<file path="config.mk">
export PLATFORM = sky130hd
export DESIGN_NAME = dmem_access_ctrl
export DESIGN_NICKNAME = d
export VERILOG_FILES = /design/src/rtl/dmem_access_ctrl.sv
export SDC_FILE = /design/constraint.sdc
export NUM_CORES = 1
export LEC_CHECK = 0
export ABC_AREA = 1
export BUFFER_PORTS_ARGS = -buffer_cell sky130_fd_sc_hd__clkbuf_2
export CAP_MARGIN = 20
export CORE_UTILIZATION = 38
export DETAILED_ROUTE_END_ITERATION = 12
export PLACE_DENSITY = 0.78
export RECOVER_POWER = 100
export SLEW_MARGIN = 20
export SYNTH_ARGS = -nofsm -noshare
export SYNTH_HDL_FRONTEND = slang
export SYNTH_SLANG_ARGS = --single-unit
</file>
<file path="constraint.sdc">
create_clock -name clk -period 1.6 [get_ports clk]
set_input_delay 0.24 -clock clk [delete_from_list [all_inputs] [get_ports clk]]
set_output_delay 0.24 -clock clk [all_outputs]
set_load 0.05 [all_outputs]
</file>
<file path="src/rtl/dmem_access_ctrl.sv">
// Load/store sequencer between the processor bus and the registered-read data memory.
// Optional write guard for the reserved scalar region: define DMEM_WRITE_GUARD_EN.
module dmem_access_ctrl #(
   parameter int          N            = 17,
   parameter logic [11:0] PROTECT_BASE = 12'd4089
) (
   input  logic         clk,
   input  logic         rst,
   input  logic         req_valid,
   output logic         req_ready,
   input  logic         req_write,
   input  logic [11:0]  req_addr,
   input  logic [N-1:0] req_wdata,
   output logic         rsp_valid,
   input  logic         rsp_ready,
   output logic [11:0]  rsp_data,
   output logic         rsp_err,
   output logic         mem_write_en,
   output logic [11:0]  mem_addr,
   output logic [N-1:0] mem_datain,
   input  logic [11:0]  mem_dataout
);

`ifdef DMEM_WRITE_GUARD_EN
   localparam bit GuardEn = 1'b1;
`else
   localparam bit GuardEn = 1'b0;
`endif

   typedef enum logic [2:0] {
      IDLE,
      WRITE,
      READ,
      CAPTURE,
      RESP
   } state_t;

   state_t         state_q;
   logic           req_ready_q;
   logic           rsp_valid_q;
   logic [11:0]    rsp_data_q;
   logic           rsp_err_q;
   logic           mem_write_en_q;
   logic [11:0]    mem_addr_q;
   logic [N-1:0]   mem_datain_q;
   logic           blocked_q;
   logic           blocked_d;

   // A store into the reserved scalar region is suppressed when the guard is built in.
   always_comb begin
      blocked_d = GuardEn && req_write && (req_addr >= PROTECT_BASE);
   end

   // Memory read data is only valid the cycle after READ, so it is sampled in CAPTURE.
   always_ff @(posedge clk or posedge rst) begin
      if (rst) begin
         state_q        <= IDLE;
         req_ready_q    <= 1'b1;
         rsp_valid_q    <= 1'b0;
         rsp_data_q     <= 12'd0;
         rsp_err_q      <= 1'b0;
         mem_write_en_q <= 1'b0;
         mem_addr_q     <= 12'd0;
         mem_datain_q   <= '0;
         blocked_q      <= 1'b0;
      end else begin
         case (state_q)
            IDLE: begin
               if (req_valid) begin
                  req_ready_q <= 1'b0;
                  mem_addr_q  <= req_addr;
                  blocked_q   <= blocked_d;
                  if (req_write) begin
                     mem_write_en_q <= ~blocked_d;
                     mem_datain_q   <= req_wdata;
                     state_q        <= WRITE;
                  end else begin
                     mem_write_en_q <= 1'b0;
                     state_q        <= READ;
                  end
               end
            end
            WRITE: begin
               mem_write_en_q <= 1'b0;
               rsp_data_q     <= 12'd0;
               rsp_err_q      <= blocked_q;
               rsp_valid_q    <= 1'b1;
               state_q        <= RESP;
            end
            READ: begin
               state_q <= CAPTURE;
            end
            CAPTURE: begin
               rsp_data_q  <= mem_dataout;
               rsp_err_q   <= 1'b0;
               rsp_valid_q <= 1'b1;
               state_q     <= RESP;
            end
            RESP: begin
               if (rsp_ready) begin
                  rsp_valid_q <= 1'b0;
                  rsp_err_q   <= 1'b0;
                  req_ready_q <= 1'b1;
                  state_q     <= IDLE;
               end
            end
            default: begin
               state_q <= IDLE;
            end
         endcase
      end
   end

   assign req_ready    = req_ready_q;
   assign rsp_valid    = rsp_valid_q;
   assign rsp_data     = rsp_data_q;
   assign rsp_err      = rsp_err_q;
   assign mem_write_en = mem_write_en_q;
   assign mem_addr     = mem_addr_q;
   assign mem_datain   = mem_datain_q;

endmodule

</file>
# After elaboration in Yosys (flattened, before gate mapping)
# Index checks and enable logic that the tools add are counted.
# word_totals
ff_bits	48
output_inout_bits	45
word_cells	42
# op_classes
n_eq_ne	6
mux	14
n_reduce_logical	14
# op_table
operator	count
case mux 12 bit (2 select lines)	1
case mux 3 bit (4 select lines)	1
AND reduction 2 bit	5
case mux 1 bit (2 select lines)	4
nonzero test 2 bit	4
== test 3 x 2 -> 1 bit, second input constant	2
2-to-1 mux 3 bit	2
AND reduction 3 bit	2
2-to-1 mux 1 bit	5
!= test 2 bit, second input constant	2
== test 3 x 1 -> 1 bit, second input constant	1
== test 3 bit, second input constant	1
zero test 3 bit	1
nonzero test 3 bit	1
2-to-1 mux 2 bit	1
OR reduction 2 bit	1

# Logic depth before layout (Yosys ltp)
# depth
word_depth	4
ltp_mapped	6
ltp_nobuf	5

# Least setup slack after synthesis
# OpenSTA, ideal clock, no wires.
# synth_path
path_type	register to register
startpoint	reg state_q[1]
endpoint	reg mem_addr_q[0] (netlist: mem_addr[0])
setup_time_ns	0.120
arrival_ns	0.996
slack_ns	0.485
stages_incl_launch_ff	6
path_buffers	1
synth_period_minus_slack_ns	1.115
path_cell_list	dfrtp_1 nor2_4 nand3_4 buf_6 nand2_1 o21ai_2
# synth_via
elab_chain_len	2
# synth_lines
element	line	rtl
start: declaration	38	state_t state_q;
start signal: assignment	57	state_q <= IDLE;
start signal: assignment	76	state_q <= WRITE;
start signal: assignment	79	state_q <= READ;
zero test 3 bit	67	case (state_q)
AND reduction 2 bit (no line)	n/a	
end signal: assignment	71	mem_addr_q <= req_addr;
end: declaration	44	logic [11:0] mem_addr_q;
# Every way passes these cells.
# A chain may end at the register's enable or synchronous reset.

# Worst setup path after layout
# layout_path
startpoint	reg mem_write_en_q (netlist: mem_write_en)
endpoint	out mem_write_en
# layout_lines
element	line	rtl
start: declaration	43	logic mem_write_en_q;
start signal: assignment	74	mem_write_en_q <= ~blocked_d;
end: declaration	18	output logic mem_write_en,
# No word-level cell between the ends.

==> impl_metrics.prom <==
# TYPE chip_impl_metric gauge
chip_impl_info{name="outcome",value="complete, no violations"} 1
chip_impl_metric{name="drt_iter0_markers",unit=""} 55
chip_impl_metric{name="synth_area",unit="mm²"} 0.00200
chip_impl_metric{name="die_h",unit="µm"} 74.6
chip_impl_metric{name="relSlewSlack",unit="%"} 54.2
chip_impl_info{name="rr_startpoint",value="state_q[1]$_DFFE_PP0P_"} 1
chip_impl_metric{name="worstPathArrival",unit="ns"} 1.16
chip_impl_info{name="critical_path.startpoint_type",value="flip-flop"} 1
chip_impl_info{name="hp-class",value="input pin to flip-flop"} 1
chip_impl_metric{name="final_layout_size_suffix_gt1_share",unit="%"} 21.3
chip_impl_info{name="path_cells",value="clkbuf_1"} 1
chip_impl_metric{name="syn-instance-count",unit=""} 211
chip_impl_info{name="timing.critical_path.max_delay_family",value="buffers and inverters"} 1
chip_impl_metric{name="cts.clk_slew.worst_paths",unit="ns"} 0.09
chip_impl_metric{name="die-area",unit="mm²"} 0.00556
chip_impl_metric{name="cts-buffers-inserted",unit=""} 5
chip_impl_metric{name="detail_route.wirelength",unit="µm"} 4270
chip_impl_metric{name="syn_avg_cell_area",unit="µm²"} 9.49
chip_impl_metric{name="grt_pass1_vias",unit=""} 1457
chip_impl_info{name="startpoint",value="mem_write_en$_DFFE_PP0P_"} 1
chip_impl_metric{name="io_pins",unit=""} 91
chip_impl_metric{name="detailroute.via_count",unit=""} 1664
chip_impl_metric{name="finalSetupTns",unit="ns"} 0
chip_impl_metric{name="synthesis.yosys.warnings",unit=""} 0
chip_impl_metric{name="final_max_slew_viol_count",unit=""} 0
chip_impl_metric{name="final_min_period_over_clock_period",unit="%"} 87.4
chip_impl_metric{name="setup_viol_count_final",unit=""} 0
chip_impl_metric{name="route.antenna.remaining_nets",unit=""} 0
chip_impl_metric{name="clock_skew",unit="ns"} 0.00984
chip_impl_metric{name="chipWidth",unit="µm"} 74.6
chip_impl_metric{name="r2r_cells",unit=""} 4
chip_impl_metric{name="effective_utilization_at_floorplan",unit="%"} 39.4
chip_impl_metric{name="power_density",unit="mW/mm²"} 2370
chip_impl_metric{name="cap_violations",unit=""} 0
chip_impl_metric{name="clkSinkCount",unit=""} 47
chip_impl_metric{name="synthesis.nets",unit=""} 257
chip_impl_metric{name="route.detailed.wl_per_inst",unit="µm"} 11.5
chip_impl_metric{name="placement_rows",unit=""} 26
chip_impl_info{name="slowest_stage",value="sky130_fd_sc_hd__clkbuf_1"} 1
chip_impl_metric{name="global_route_wire_length_before_repair",unit="µm"} 6780
chip_impl_metric{name="grt_antenna_before_repair",unit=""} 0
chip_impl_metric{name="finalWeightedCongestion",unit=""} 0.758
chip_impl_metric{name="power.static_leakage",unit="nW"} 1.36
chip_impl_metric{name="drc",unit=""} 0
chip_impl_info{name="clockRootBuffer",value="sky130_fd_sc_hd__clkbuf_8"} 1
chip_impl_metric{name="path_max_fanout",unit=""} 2
chip_impl_metric{name="floorplan.core_area",unit="mm²"} 0.00507
chip_impl_metric{name="finalNetCount",unit=""} 346
chip_impl_metric{name="clk_latency",unit="ns"} 0.30
chip_impl_metric{name="post-cts-setup-buffer-count",unit=""} 0
chip_impl_metric{name="worst-slew-pin-transition",unit="ns"} 0.686
chip_impl_metric{name="critPathMaxStageDelay",unit="ns"} 0.50
chip_impl_metric{name="utilization",unit="%"} 49.5
chip_impl_metric{name="critical_path.n_buffers_inverters",unit=""} 1
chip_impl_metric{name="post_synthesis_cell_type_count",unit=""} 19
chip_impl_metric{name="layout_min_cycle_time",unit="ns"} 1.40
chip_impl_metric{name="hold_viol_final",unit=""} 0
chip_impl_metric{name="fmax",unit="GHz"} 0.715
chip_impl_metric{name="grtUsageTotal",unit="%"} 16.6
chip_impl_metric{name="drt_first_pass_iters",unit=""} 4
chip_impl_metric{name="m1WireLength",unit="µm"} 1960
chip_impl_metric{name="wl_met2",unit="µm"} 1840
chip_impl_info{name="setup.worst_path.end",value="mem_write_en"} 1
chip_impl_metric{name="cts-htree-levels",unit=""} 2
chip_impl_metric{name="postSynthRegisterBits",unit=""} 47
chip_impl_metric{name="place.port_buffers",unit=""} 89
chip_impl_metric{name="detailed_placement_wirelength_estimate",unit="µm"} 3080
chip_impl_metric{name="dr_wl_met3",unit="µm"} 423
chip_impl_metric{name="grt_max_degree",unit=""} 31
chip_impl_metric{name="post_drt_via_cell_ratio",unit=""} 4.49
chip_impl_info{name="tritoncts",value="yes"} 1
chip_impl_info{name="worstSetupEndpointType",value="output port"} 1
chip_impl_info{name="unrepaired_setup_endpoints_after_global_routing",value="no"} 1
chip_impl_metric{name="worst_ep_required_time",unit="ns"} 1.36
chip_impl_info{name="regToRegEndpoint",value="mem_datain[2]$_DFFE_PP0P_"} 1
chip_impl_metric{name="cts_max_path_buffers",unit=""} 2
chip_impl_info{name="highest-signal-layer",value="met4"} 1
chip_impl_info{name="path_type_of_the_worst_setup_path",value="flip-flop to output port"} 1
chip_impl_metric{name="areaGrowthSynthToFinish",unit="%"} 25.4
chip_impl_metric{name="grt.overflow.total",unit=""} 0
chip_impl_metric{name="timing.critical_path.depth",unit=""} 1
chip_impl_metric{name="rrSetupSlack",unit="ns"} 0.22
chip_impl_metric{name="synth.yosys.seq_area_share",unit="%"} 58.8
chip_impl_metric{name="vdd_drop_max",unit="µV"} 965
chip_impl_metric{name="diodes",unit=""} 0
## final cells by class
cell class                 instances  area, µm²
clock buffer                       5       68.8
clock inverter                     3       43.8
fill                             546       2560
inverter                          31        118
multi-input combinational        122        579
sequential                        47       1180
tap                               70       87.6
timing repair buffer              93        437
## cell families after synthesis
family	after synthesis	synth area share, %
other	1	0.187
DFF	47	58.8
and+or+nand+nor	95	22.2
buffers and inverters	42	9.81
AOI/OAI and AO/OA	26	9.00
## state kept, by name (all words and copies together), names as in the netlist
name,flops
mem_addr,12
mem_datain,17
mem_write_en,1
req_ready,1
rsp_data,12
rsp_valid,1
state_q,3
## worst min-delay path: stages
cell and delay [ns]:
sky130_fd_sc_hd__clkbuf_2 0.08, sky130_fd_sc_hd__inv_1 0.03, sky130_fd_sc_hd__o21ai_0 0.07
## what timing repair did
item                                   in CTS  in global routing
endpoints found under the hold margin      16                  0
hold buffers                                1                  0
gates resized for setup                     0                  0
## how the worst min path moves through the flow
stage               slack, ns  depth (start not counted)      startpoint                   endpoint
floorplan                0.37                          2       rsp_ready      req_ready$_DFFE_PP1P_
global placement         0.23                          2             rst  mem_datain[0]$_DFFE_PP0P_
detailed placement       0.23                          2             rst  mem_datain[0]$_DFFE_PP0P_
CTS                      0.15                          3     req_addr[7]    mem_addr[7]$_DFFE_PP0P_
global route             0.15                          3  mem_dataout[9]    rsp_data[9]$_DFFE_PP0P_
finish                   0.15                          3  mem_dataout[8]    rsp_data[8]$_DFFE_PP0P_
## where the power goes
group          switching, mW  leakage [nW]  internal, mW
clock                  0.395        0.0581         0.465
combinational           2.54         0.710         0.547
sequential             0.297         0.595          1.71
total                   3.24          1.36          2.72
## routing by layer
metal  up-vias  GRT usage (%)
li1        842              -
met1       749           20.9
met2        69           25.6
met3         4           6.64
met4         0           6.29
met5         -              0
## stage by stage
step | total power, mW | hold WS [ns] | instances | instance area, µm² | worst slack [ns]
floorplan | 4.65 | 0.373 | 211 | 2000 | 0.246
global placement | 5.31 | 0.229 | 362 | 2490 | 0.288
detailed placement | 5.37 | 0.233 | 362 | 2490 | 0.258
CTS | 6.24 | 0.147 | 371 | 2610 | 0.234
global route | 6.37 | 0.153 | 371 | 2510 | 0.0674
finish | 5.95 | 0.154 | 371 | 2510 | 0.202
## synthesized netlist by cell type, drive strengths merged
library cell	number	area share, %
inv	30	5.6
o21ai	24	8.3
o211ai	2	0.75
nand3	7	3.0
clkinv	1	0.25
dfrtp	46	57
dfstp	1	1.3
nand3b	1	0.38
nand2	67	13
conb	1	0.19
nand4	17	5.3
nor2	3	0.94
buf	11	3.9
## placed cells by master (no fill, tap or decap)
master	Yosys	final
sky130_fd_sc_hd__buf_12	0	1
sky130_fd_sc_hd__buf_4	2	2
sky130_fd_sc_hd__bufinv_16	0	1
sky130_fd_sc_hd__clkbuf_1	0	43
sky130_fd_sc_hd__clkbuf_2	0	46
sky130_fd_sc_hd__clkbuf_8	0	5
sky130_fd_sc_hd__clkinv_2	1	2
sky130_fd_sc_hd__clkinv_4	0	1
sky130_fd_sc_hd__conb_1	1	1
sky130_fd_sc_hd__dfrtp_1	46	46
sky130_fd_sc_hd__dfstp_2	1	1
sky130_fd_sc_hd__dlygate4sd3_1	0	1
sky130_fd_sc_hd__inv_1	29	29
sky130_fd_sc_hd__inv_2	1	1
sky130_fd_sc_hd__nand2_1	67	67
sky130_fd_sc_hd__nand3_1	5	5
sky130_fd_sc_hd__nand3_2	0	1
sky130_fd_sc_hd__nand3_4	2	1
sky130_fd_sc_hd__nand3b_1	1	1
sky130_fd_sc_hd__nand4_1	17	17
sky130_fd_sc_hd__nor2_1	2	2
sky130_fd_sc_hd__nor2_4	1	1
sky130_fd_sc_hd__o211ai_1	2	2
sky130_fd_sc_hd__o21ai_0	12	23
sky130_fd_sc_hd__o21ai_2	12	1
Note: power is estimated with default switching activity, not from simulation.
